## src/rtl/rf_pkg.sv

```systemverilog
// Shared definitions for the register-file write arbiter: register id width,
// the hard-wired zero register and the aging FSM states.
package rf_pkg;

    localparam int REG_ID_W = 4;
    localparam logic [REG_ID_W-1:0] REG_ZERO = 4'h0;

    typedef enum logic [1:0] {
        IDLE  = 2'd0,
        WAIT  = 2'd1,
        FORCE = 2'd2
    } age_state_t;

endpackage

```

## src/rtl/rf_wr_fifo2.sv

```systemverilog
// Two-entry FIFO holding {reg, data} for the memory-return write path.
// Pushes into a full FIFO are dropped even when a pop happens in the same cycle.
module rf_wr_fifo2
    import rf_pkg::*;
#(
    parameter int DATA_W = 16
) (
    input  logic                clk,
    input  logic                rst,
    input  logic                push,
    input  logic                pop,
    input  logic [REG_ID_W-1:0] push_reg,
    input  logic [DATA_W-1:0]   push_data,
    output logic                full,
    output logic                empty,
    output logic [REG_ID_W-1:0] head_reg,
    output logic [DATA_W-1:0]   head_data
);

    logic [REG_ID_W-1:0] mem_reg  [2];
    logic [DATA_W-1:0]   mem_data [2];
    logic                wr_ptr;
    logic                rd_ptr;
    logic [1:0]          count;
    logic                do_push;
    logic                do_pop;

    assign full      = (count == 2'd2);
    assign empty     = (count == 2'd0);
    assign do_push   = push && !full;
    assign do_pop    = pop && !empty;
    assign head_reg  = mem_reg[rd_ptr];
    assign head_data = mem_data[rd_ptr];

    // Storage needs no reset: an entry is only visible once count covers it.
    always_ff @(posedge clk) begin
        if (do_push && !rst) begin
            mem_reg[wr_ptr]  <= push_reg;
            mem_data[wr_ptr] <= push_data;
        end
    end

    always_ff @(posedge clk) begin
        if (rst) begin
            wr_ptr <= 1'b0;
            rd_ptr <= 1'b0;
            count  <= 2'd0;
        end else begin
            if (do_push) begin
                wr_ptr <= ~wr_ptr;
            end
            if (do_pop) begin
                rd_ptr <= ~rd_ptr;
            end
            case ({do_push, do_pop})
                2'b10:   count <= count + 2'd1;
                2'b01:   count <= count - 2'd1;
                default: count <= count;
            endcase
        end
    end

endmodule

```

## src/rtl/rf_write_arbiter.sv

```systemverilog
// Arbitrates the register file's single write port between the writeback stage
// (req0, fixed priority) and buffered memory returns (req1, aging-protected).
module rf_write_arbiter
    import rf_pkg::*;
#(
    parameter int DATA_W   = 16,
    parameter int MAX_WAIT = 3
) (
    input  logic                clk,
    input  logic                rst,
    input  logic                v0,
    output logic                rdy0,
    input  logic [REG_ID_W-1:0] reg0,
    input  logic [DATA_W-1:0]   data0,
    input  logic                v1,
    output logic                rdy1,
    input  logic [REG_ID_W-1:0] reg1,
    input  logic [DATA_W-1:0]   data1,
    output logic                wr_en,
    output logic [REG_ID_W-1:0] wr_reg,
    output logic [DATA_W-1:0]   wr_data,
    output logic                busy
);

    localparam int AGE_W = $clog2(MAX_WAIT + 1);

    // Handshakes: req1 pushes on v1 && rdy1, req0 is consumed on v0 && rdy0;
    // each producer holds its valid and payload stable until accepted.
    age_state_t          state;
    age_state_t          state_nxt;
    logic [AGE_W-1:0]    age;
    logic [AGE_W-1:0]    age_nxt;

    logic                push;
    logic                pop;
    logic                full;
    logic                empty;
    logic [REG_ID_W-1:0] head_reg;
    logic [DATA_W-1:0]   head_data;
    logic                grant;
    logic [REG_ID_W-1:0] grant_reg;
    logic [DATA_W-1:0]   grant_data;
    logic                remaining;

    assign rdy1 = !full;
    assign busy = !empty;
    assign rdy0 = (state != FORCE);
    assign push = v1 && !full;
    // After a pop the FIFO still holds an entry if it was full or is refilled now.
    assign remaining = full || push;

    rf_wr_fifo2 #(
        .DATA_W(DATA_W)
    ) u_fifo (
        .clk       (clk),
        .rst       (rst),
        .push      (push),
        .pop       (pop),
        .push_reg  (reg1),
        .push_data (data1),
        .full      (full),
        .empty     (empty),
        .head_reg  (head_reg),
        .head_data (head_data)
    );

    always_comb begin
        grant      = 1'b0;
        pop        = 1'b0;
        grant_reg  = reg0;
        grant_data = data0;
        if (state == FORCE) begin
            grant      = !empty;
            pop        = !empty;
            grant_reg  = head_reg;
            grant_data = head_data;
        end else if (v0) begin
            grant = 1'b1;
        end else if (!empty) begin
            grant      = 1'b1;
            pop        = 1'b1;
            grant_reg  = head_reg;
            grant_data = head_data;
        end
    end

    always_comb begin
        state_nxt = state;
        age_nxt   = age;
        case (state)
            IDLE: begin
                age_nxt = '0;
                if (push) begin
                    state_nxt = WAIT;
                end
            end
            WAIT: begin
                if (pop) begin
                    age_nxt   = '0;
                    state_nxt = remaining ? WAIT : IDLE;
                end else if (age == AGE_W'(MAX_WAIT)) begin
                    state_nxt = FORCE;
                end else begin
                    age_nxt = age + AGE_W'(1);
                end
            end
            FORCE: begin
                age_nxt   = '0;
                state_nxt = remaining ? WAIT : IDLE;
            end
            default: begin
                age_nxt   = '0;
                state_nxt = IDLE;
            end
        endcase
    end

    always_ff @(posedge clk) begin
        if (rst) begin
            state <= IDLE;
            age   <= '0;
        end else begin
            state <= state_nxt;
            age   <= age_nxt;
        end
    end

    // R0 is hard-wired: the grant still retires but never strobes the write enable.
    always_ff @(posedge clk) begin
        if (rst) begin
            wr_en   <= 1'b0;
            wr_reg  <= REG_ZERO;
            wr_data <= '0;
        end else begin
            wr_en <= grant && (grant_reg != REG_ZERO);
            if (grant) begin
                wr_reg  <= grant_reg;
                wr_data <= grant_data;
            end
        end
    end

endmodule
```

## config.mk

```make
export PLATFORM = sky130hd
export DESIGN_NAME = rf_write_arbiter
export DESIGN_NICKNAME = d
export VERILOG_FILES = /design/src/rtl/rf_pkg.sv /design/src/rtl/rf_wr_fifo2.sv /design/src/rtl/rf_write_arbiter.sv
export SDC_FILE = /design/constraint.sdc
export NUM_CORES = 1
export LEC_CHECK = 0
export ABC_AREA = 1
export BUFFER_PORTS_ARGS = -buffer_cell sky130_fd_sc_hd__clkbuf_2
export CORE_ASPECT_RATIO = 2
export CORE_MARGIN = 2
export CORE_UTILIZATION = 30
export CTS_CLUSTER_DIAMETER = 80
export DETAILED_ROUTE_END_ITERATION = 8
export PLACE_DENSITY_LB_ADDON = 0.15
export SLEW_MARGIN = 20
export SYNTH_ARGS = -nofsm -noshare
export SYNTH_HDL_FRONTEND = slang
export SYNTH_SLANG_ARGS = --single-unit
```

## constraint.sdc

```tcl
create_clock -name clk -period 7.2 [get_ports clk]
set_clock_uncertainty 0.05 [all_clocks]
set_input_delay 0 -clock clk [delete_from_list [all_inputs] [get_ports clk]]
set_output_delay 0 -clock clk [all_outputs]
set_load 0.1 [all_outputs]
```

After elaboration in Yosys (flattened, before gate mapping):

Memory sizes are Yosys's and may differ from the RTL's. A register that Yosys moved wholly into a read port is not among the register bits.
Cells that the tools add are included.

* register bits: 29
* RAM bits: 40
* logic and storage cells: 63
* memories kept: 2

* add/subtract/negate cells: 3
* equality and inequality tests: 9
* multiplexer cells: 23
* bitwise logic cells: 3
* reductions and logical operators: 15

Memory list
* u_fifo.mem_data: words 2, bits a word 16, rd ports 1, clocked after memory_dff 1, write ports 1, RTL line rf_wr_fifo2.sv:21 `logic [DATA_W-1:0] mem_data [2];`
* u_fifo.mem_reg: words 2, bits a word 4, rd ports 1, clocked after memory_dff 1, write ports 1, RTL line rf_wr_fifo2.sv:20 `logic [REG_ID_W-1:0] mem_reg [2];`

Operator list (count)
* 16-bit 2-to-1 mux: 3
* 1-bit 2-to-1 mux: 12
* 4-bit 2-to-1 mux: 3
* 2-bit equality test (second input constant): 4
* 2-bit 2-to-1 mux: 3
* 2-bit one-hot mux with 3 select lines: 1
* 1-bit logical AND: 5
* 2-bit by 1-bit adder with 2-bit output (second input constant): 2
* 2-bit by 1-bit equality test with 1-bit output (second input constant): 2
* 2-bit logical NOT: 2
* 2-bit != test (second input constant): 2
* 2-bit one-hot mux with 2 select lines: 1
* 4-bit nonzero test: 1
* 1-bit logical NOT: 3
* 3-bit by 2-bit != test with 1-bit output (second input constant): 1
* 1-bit inverter: 3
* 3-bit OR reduction: 1
* 2-bit AND reduction: 1
* 2-bit nonzero test: 1
* 2-bit by 1-bit subtractor with 2-bit output (second input constant): 1
* 1-bit logical OR: 1

Longest topological paths before layout:

* word-level depth: 7
* depth in mapped cells: 11
* gate-level depth less buffers: 11

Cells and area by module:

Synthesis repeated with hierarchy kept, for this count alone.

* cell total of the unflattened synthesis: 275
* area, all modules: 2947.8 um^2

By module, submodules not included
* rf_wr_fifo2: instances 1, cells each 100, area each 1695.4 um^2, seq. area each 1301.2 um^2
* rf_write_arbiter: instances 1, cells each 175, area each 1252.5 um^2, seq. area each 500.5 um^2

Worst setup path before layout:

No wires, ideal clock.

* path kind: reg2reg
* start point: register u_fifo.count[0]
* end point: memory u_fifo.mem_data[1][0] (enable)
* arrival: 2402 ps
* required time: 6728 ps
* setup slack: 4326 ps
* stages on the path, launching flop included: 4
* period minus slack after synthesis: 2874 ps
* cells stage by stage: dfxtp_1 > or2_4 > nand2_2 > nor3_1

* cells in the longest elaborated chain, start to end: 7

Ends and longest elaborated chain
* start, declared: RTL line rf_wr_fifo2.sv:24 `logic [1:0] count;`
* start signal, assigned: RTL line rf_wr_fifo2.sv:56 `2'b10: count <= count + 2'd1;`
* start signal, assigned: RTL line rf_wr_fifo2.sv:57 `2'b01: count <= count - 2'd1;`
* start signal, assigned: RTL line rf_wr_fifo2.sv:58 `default: count <= count;`
* 2-bit equality test (*): RTL line rf_wr_fifo2.sv:28 `assign full = (count == 2'd2);`
* 1-bit logical NOT (*)
* via rdy1: RTL line rf_write_arbiter.sv:16 `output logic rdy1,`
* 1-bit logical AND: RTL line rf_write_arbiter.sv:48 `assign push = v1 && !full;`
* 1-bit logical AND (*): RTL line rf_wr_fifo2.sv:30 `assign do_push = push && !full;`
* 1-bit logical AND (*): RTL line rf_wr_fifo2.sv:37 `if (do_push && !rst) begin`
* 1-bit 2-to-1 mux (*): RTL line rf_wr_fifo2.sv:37
* 1-bit 2-to-1 mux (not written as such) (*): RTL line rf_wr_fifo2.sv:39 `mem_data[wr_ptr] <= push_data;`
* end, declared: RTL line rf_wr_fifo2.sv:21

The timed path passes the listed nets; every way through them passes the cells marked *.

==> results.txt <==
In this run the register-to-register setup slack is 4.90 ns. The post-CTS resize count came out at 0. The cell depth of the worst flop-to-flop path came out at 8. STA puts the critical path data arrival time at 2.52 ns. The remaining max-slew budget at the tightest pin came out at 0.324.

The clock-pin transition on the worst setup and hold timing paths came out at 0.05 ns. The clock insertion delay at the later pin of the skew report came out at 0.32 ns. The endpoint identified for the worst register-to-register timing path is wr_en. The final worst-path setup slack is 4.87 ns. Summing all multi-input logic gate instances after layout gives 1010 µm². After synthesis the cells add up to 2950 µm². In this run the clock root is driven by a sky130_fd_sc_hd__clkbuf_16.

The highest net fanout along the worst path is 25. The remaining global-route overflow came out at 0. The max-slew violation total from the final report came out at 0. The weighted congestion at the end of routability-driven global placement came out at 0.700.

The final critical delay including setup and external delays is 2.33 ns. The area of all sequential standard cells is 1800 µm². The average cell area after synthesis came out at 10.7 µm². CTS saw 70 sinks. In this run the power spent charging and discharging nets is 0.000570 W. The fill cell total of the finished layout came out at 972. In this run the cell area measured after placement is 3390 µm². Input and output buffers added on the ports amount to 67.

In this run the worst hold path is classified as in -> reg. Counting flops with an async set or reset pin after synthesis yields a share of 0. The share of the Yosys chip area taken by registers is 0.612. The worst setup path is launched from a primary input. The startpoint identified for the worst hold timing path is reg0[0]. The area share of and/or/nand/nor cells after synthesis is 0.175. The placeable core region is 9640 µm². Summing all non-filler instances in the final layout gives an area of 4040 µm². Ranked by total cell area, the synthesized netlist is headed by sky130_fd_sc_hd__edfxtp_1 (41%), sky130_fd_sc_hd__dfxtp_1 (20%), sky130_fd_sc_hd__o21ai_2 (8.9%). By startpoint and endpoint, the worst setup path is classified as in -> reg. TritonCTS built the clock tree.

The worst IR drop on VDD came out at 0.176 mV. The share of total power dissipated in the clock network is 0.272. The largest family of logic cells by synthesized area is simple AND/OR/NAND/NOR gates.

The count of maximum capacitance violations is 0. Sorting the synthesized cells by how often they occur yields sky130_fd_sc_hd__edfxtp_1 (40), sky130_fd_sc_hd__nor2_1 (39), sky130_fd_sc_hd__dfxtp_1 (30), sky130_fd_sc_hd__nand2_1 (30), sky130_fd_sc_hd__o21ai_2 (30). The worst setup path is captured at a flip-flop. The combined global-route utilization of all metal layers is 0.145.

The area fraction in compound gates after synthesis was 0.151. The count of TritonRoute iterations in the first routing pass is 4. The final-layout setup total negative slack came out at 0 ns. In the final design database the tool counted 428 nets. The flip-flop count of the largest register, all copies and words added came out at 32. The maximum number of pins on one net before global-route repair is 26. The share of the synthesized netlist area taken by xor and xnor gates is 0.00297.

The most used flip-flop cell after synthesis is sky130_fd_sc_hd__edfxtp_1. The antenna cell count is 0. The worst hold path cell count came out at 4. The mux cell area share after synthesis came out at 0. The first-pass GRT wire length came out at 11.1 mm. Setup violations remaining at the end of the flow were counted as 0. The share of layout cells above drive strength 1 is 0.319.

The I/O pin total came out at 68. The final hold violation count is 0. After the first detailed-routing iteration, the DRC count stood at 95. The number of global-route vias before repair came out at 2180. Of the total synthesized cell area, the portion taken by full adders, half adders and majority gates is 0.00850.

The number of warnings printed during yosys synthesis came out at 0. The synthesized design contains 70 register bits. The design internal power came out at 0.000812 W. The count of cell types in the netlist came out at 30. The leakage component of the power is 1.66 nW.

The switching portion of total power came out at 0.412. Yosys instantiated no cell more often than sky130_fd_sc_hd__edfxtp_1. The cell type with the largest total area after synthesis is sky130_fd_sc_hd__edfxtp_1. The number of enable-type register cells in the synthesized netlist is 40. The vertical die dimension is 144 µm. Synthesis produced a netlist whose cell count is 274.

Setup repair after global routing left no endpoint under its margin. The routed length per placed instance came out at 14.0 µm. The number of nets in the synthesized netlist came out at 320. After clock tree synthesis, the setup repair step added 0 buffers.

The H-tree depth came out at 3. The total die area came out at 10700 µm². The ratio of total power to cell area came out at 342 nW/µm². The critical path data required time came out at 7.39 ns. After detailed routing, the number of vias per cell comes to 4.40. The number of antenna violations at the first check in global routing was 0. The share of power burned in combinational logic came out at 0.354. The total of hold buffers inserted after clock tree synthesis came out at 40. After detailed routing, the number of remaining DRC violations is 0. Measured along the x axis, the die boundary spans 74.1 µm. The total number of placement rows is 51. The CTS buffer count came out at 9. The run finished with clean final reports.

Of the post-synthesis cell area, the dominant cell type holds 0.408. The area growth from synthesis to layout is 37.0%. The slew of the pin with the lowest slew margin is 1.01 ns. The starting density of the core is 0.306.

The peak clock frequency supported by timing came out at 429 MHz. The clock tree buffer depth is 2. Once detailed placement completed, the half-perimeter wirelength came to 4.80 mm. The number of routed nets with antenna violations is 0. The worst slack after detailed placement came out at 4.82 ns.

The final wirelength came out at 7.27 mm. The share of power burned in registers came out at 0.373. The count of vias placed by the detailed router came out at 2277.

The worst hold path terminates at wr_reg[0]. The final period utilization came out at 0.324.
power by group through the flow:
stage	Combinational (W)	Clock (W)	Sequential, W
global route	0.000521	0.000400	0.000522
floorplan	0.000206	0	0.000709
finish	0.000490	0.000376	0.000516
detailed placement	0.000478	0	0.000525
global placement	0.000474	0	0.000525
CTS	0.000497	0.000385	0.000517
critical path, cell delays in order:
cell and delay (ns):
sky130_fd_sc_hd__dlygate4sd3_1 0.53, sky130_fd_sc_hd__clkbuf_2 0.17, sky130_fd_sc_hd__inv_1 0.64, sky130_fd_sc_hd__nand2_1 0.82, sky130_fd_sc_hd__o21ai_1 0.35
metal layers:
metal | routed length, µm | up-vias | GRT usage | part of all wire
li1 | - | 1157 | - | -
met1 | 2820 | 1056 | 0.151 | 0.39
met2 | 4060 | 54 | 0.263 | 0.56
met3 | 285 | 10 | 0.0328 | 0.039
met4 | 103 | 0 | 0.0737 | 0.014
met5 | 0 | - | 0 | 0
layout by cell type, fill, tap and decap left out, drive strengths merged:
| cell | Yosys | final |
|---|---|---|
| a21oi | 9 | 9 |
| and2 | 2 | 2 |
| buf | 9 | 1 |
| clkbuf | 2 | 79 |
| clkinv | 0 | 3 |
| dfxtp | 30 | 30 |
| dlygate4sd3 | 0 | 40 |
| edfxtp | 40 | 40 |
| ha | 2 | 2 |
| inv | 18 | 18 |
| nand2 | 35 | 35 |
| nand3 | 23 | 23 |
| nand3b | 1 | 1 |
| nor2 | 41 | 41 |
| nor3 | 3 | 3 |
| nor3b | 1 | 1 |
| nor4 | 1 | 1 |
| o21ai | 55 | 55 |
| or2 | 1 | 1 |
| xor2 | 1 | 1 |
final cells by class:
cell class | count | area share
Sequential cell | 70 | 0.447
Multi-Input combinational cell | 175 | 0.249
Timing Repair Buffer | 108 | 0.184
Clock buffer | 12 | 0.0586
Tap cell | 132 | 0.0409
Inverter | 18 | 0.0174
Clock inverter | 3 | 0.00310
kinds of logic after synthesis:
kind of cell             count (synthesis)
buffers and inverters                   29
flip-flops                              70
XOR/XNOR                                 1
AO/OA/AOI/OAI                           64
AND/OR/NAND/NOR                        108
adder cells (fa/ha/maj)                  2
metrics by stage:
step / util / hold WS (ns) / instances / total power [W]
after global placement: 0.351 / 0.139 / 463 / 0.000999
after detailed placement: 0.351 / 0.143 / 463 / 0.00100
final: 0.419 / 0.0571 / 518 / 0.00138
after global routing: 0.419 / 0.107 / 518 / 0.00144
after CTS: 0.419 / 0.0548 / 518 / 0.00140
after floorplan: - / 0.0191 / 274 / 0.000915
how the worst max path moves through the flow:
stage	endpoint	from	cells after the start
global placement	wr_en	flip-flop	7
floorplan	u_fifo.mem_data[1][0]	u_fifo.count[0]	3
CTS	wr_data[13]	rst	5
global route	wr_data[8]	rst	5
finish	wr_reg[1]	rst	5
detailed placement	wr_en	flip-flop	8
No activity file was read; power rests on OpenSTA's default activity.
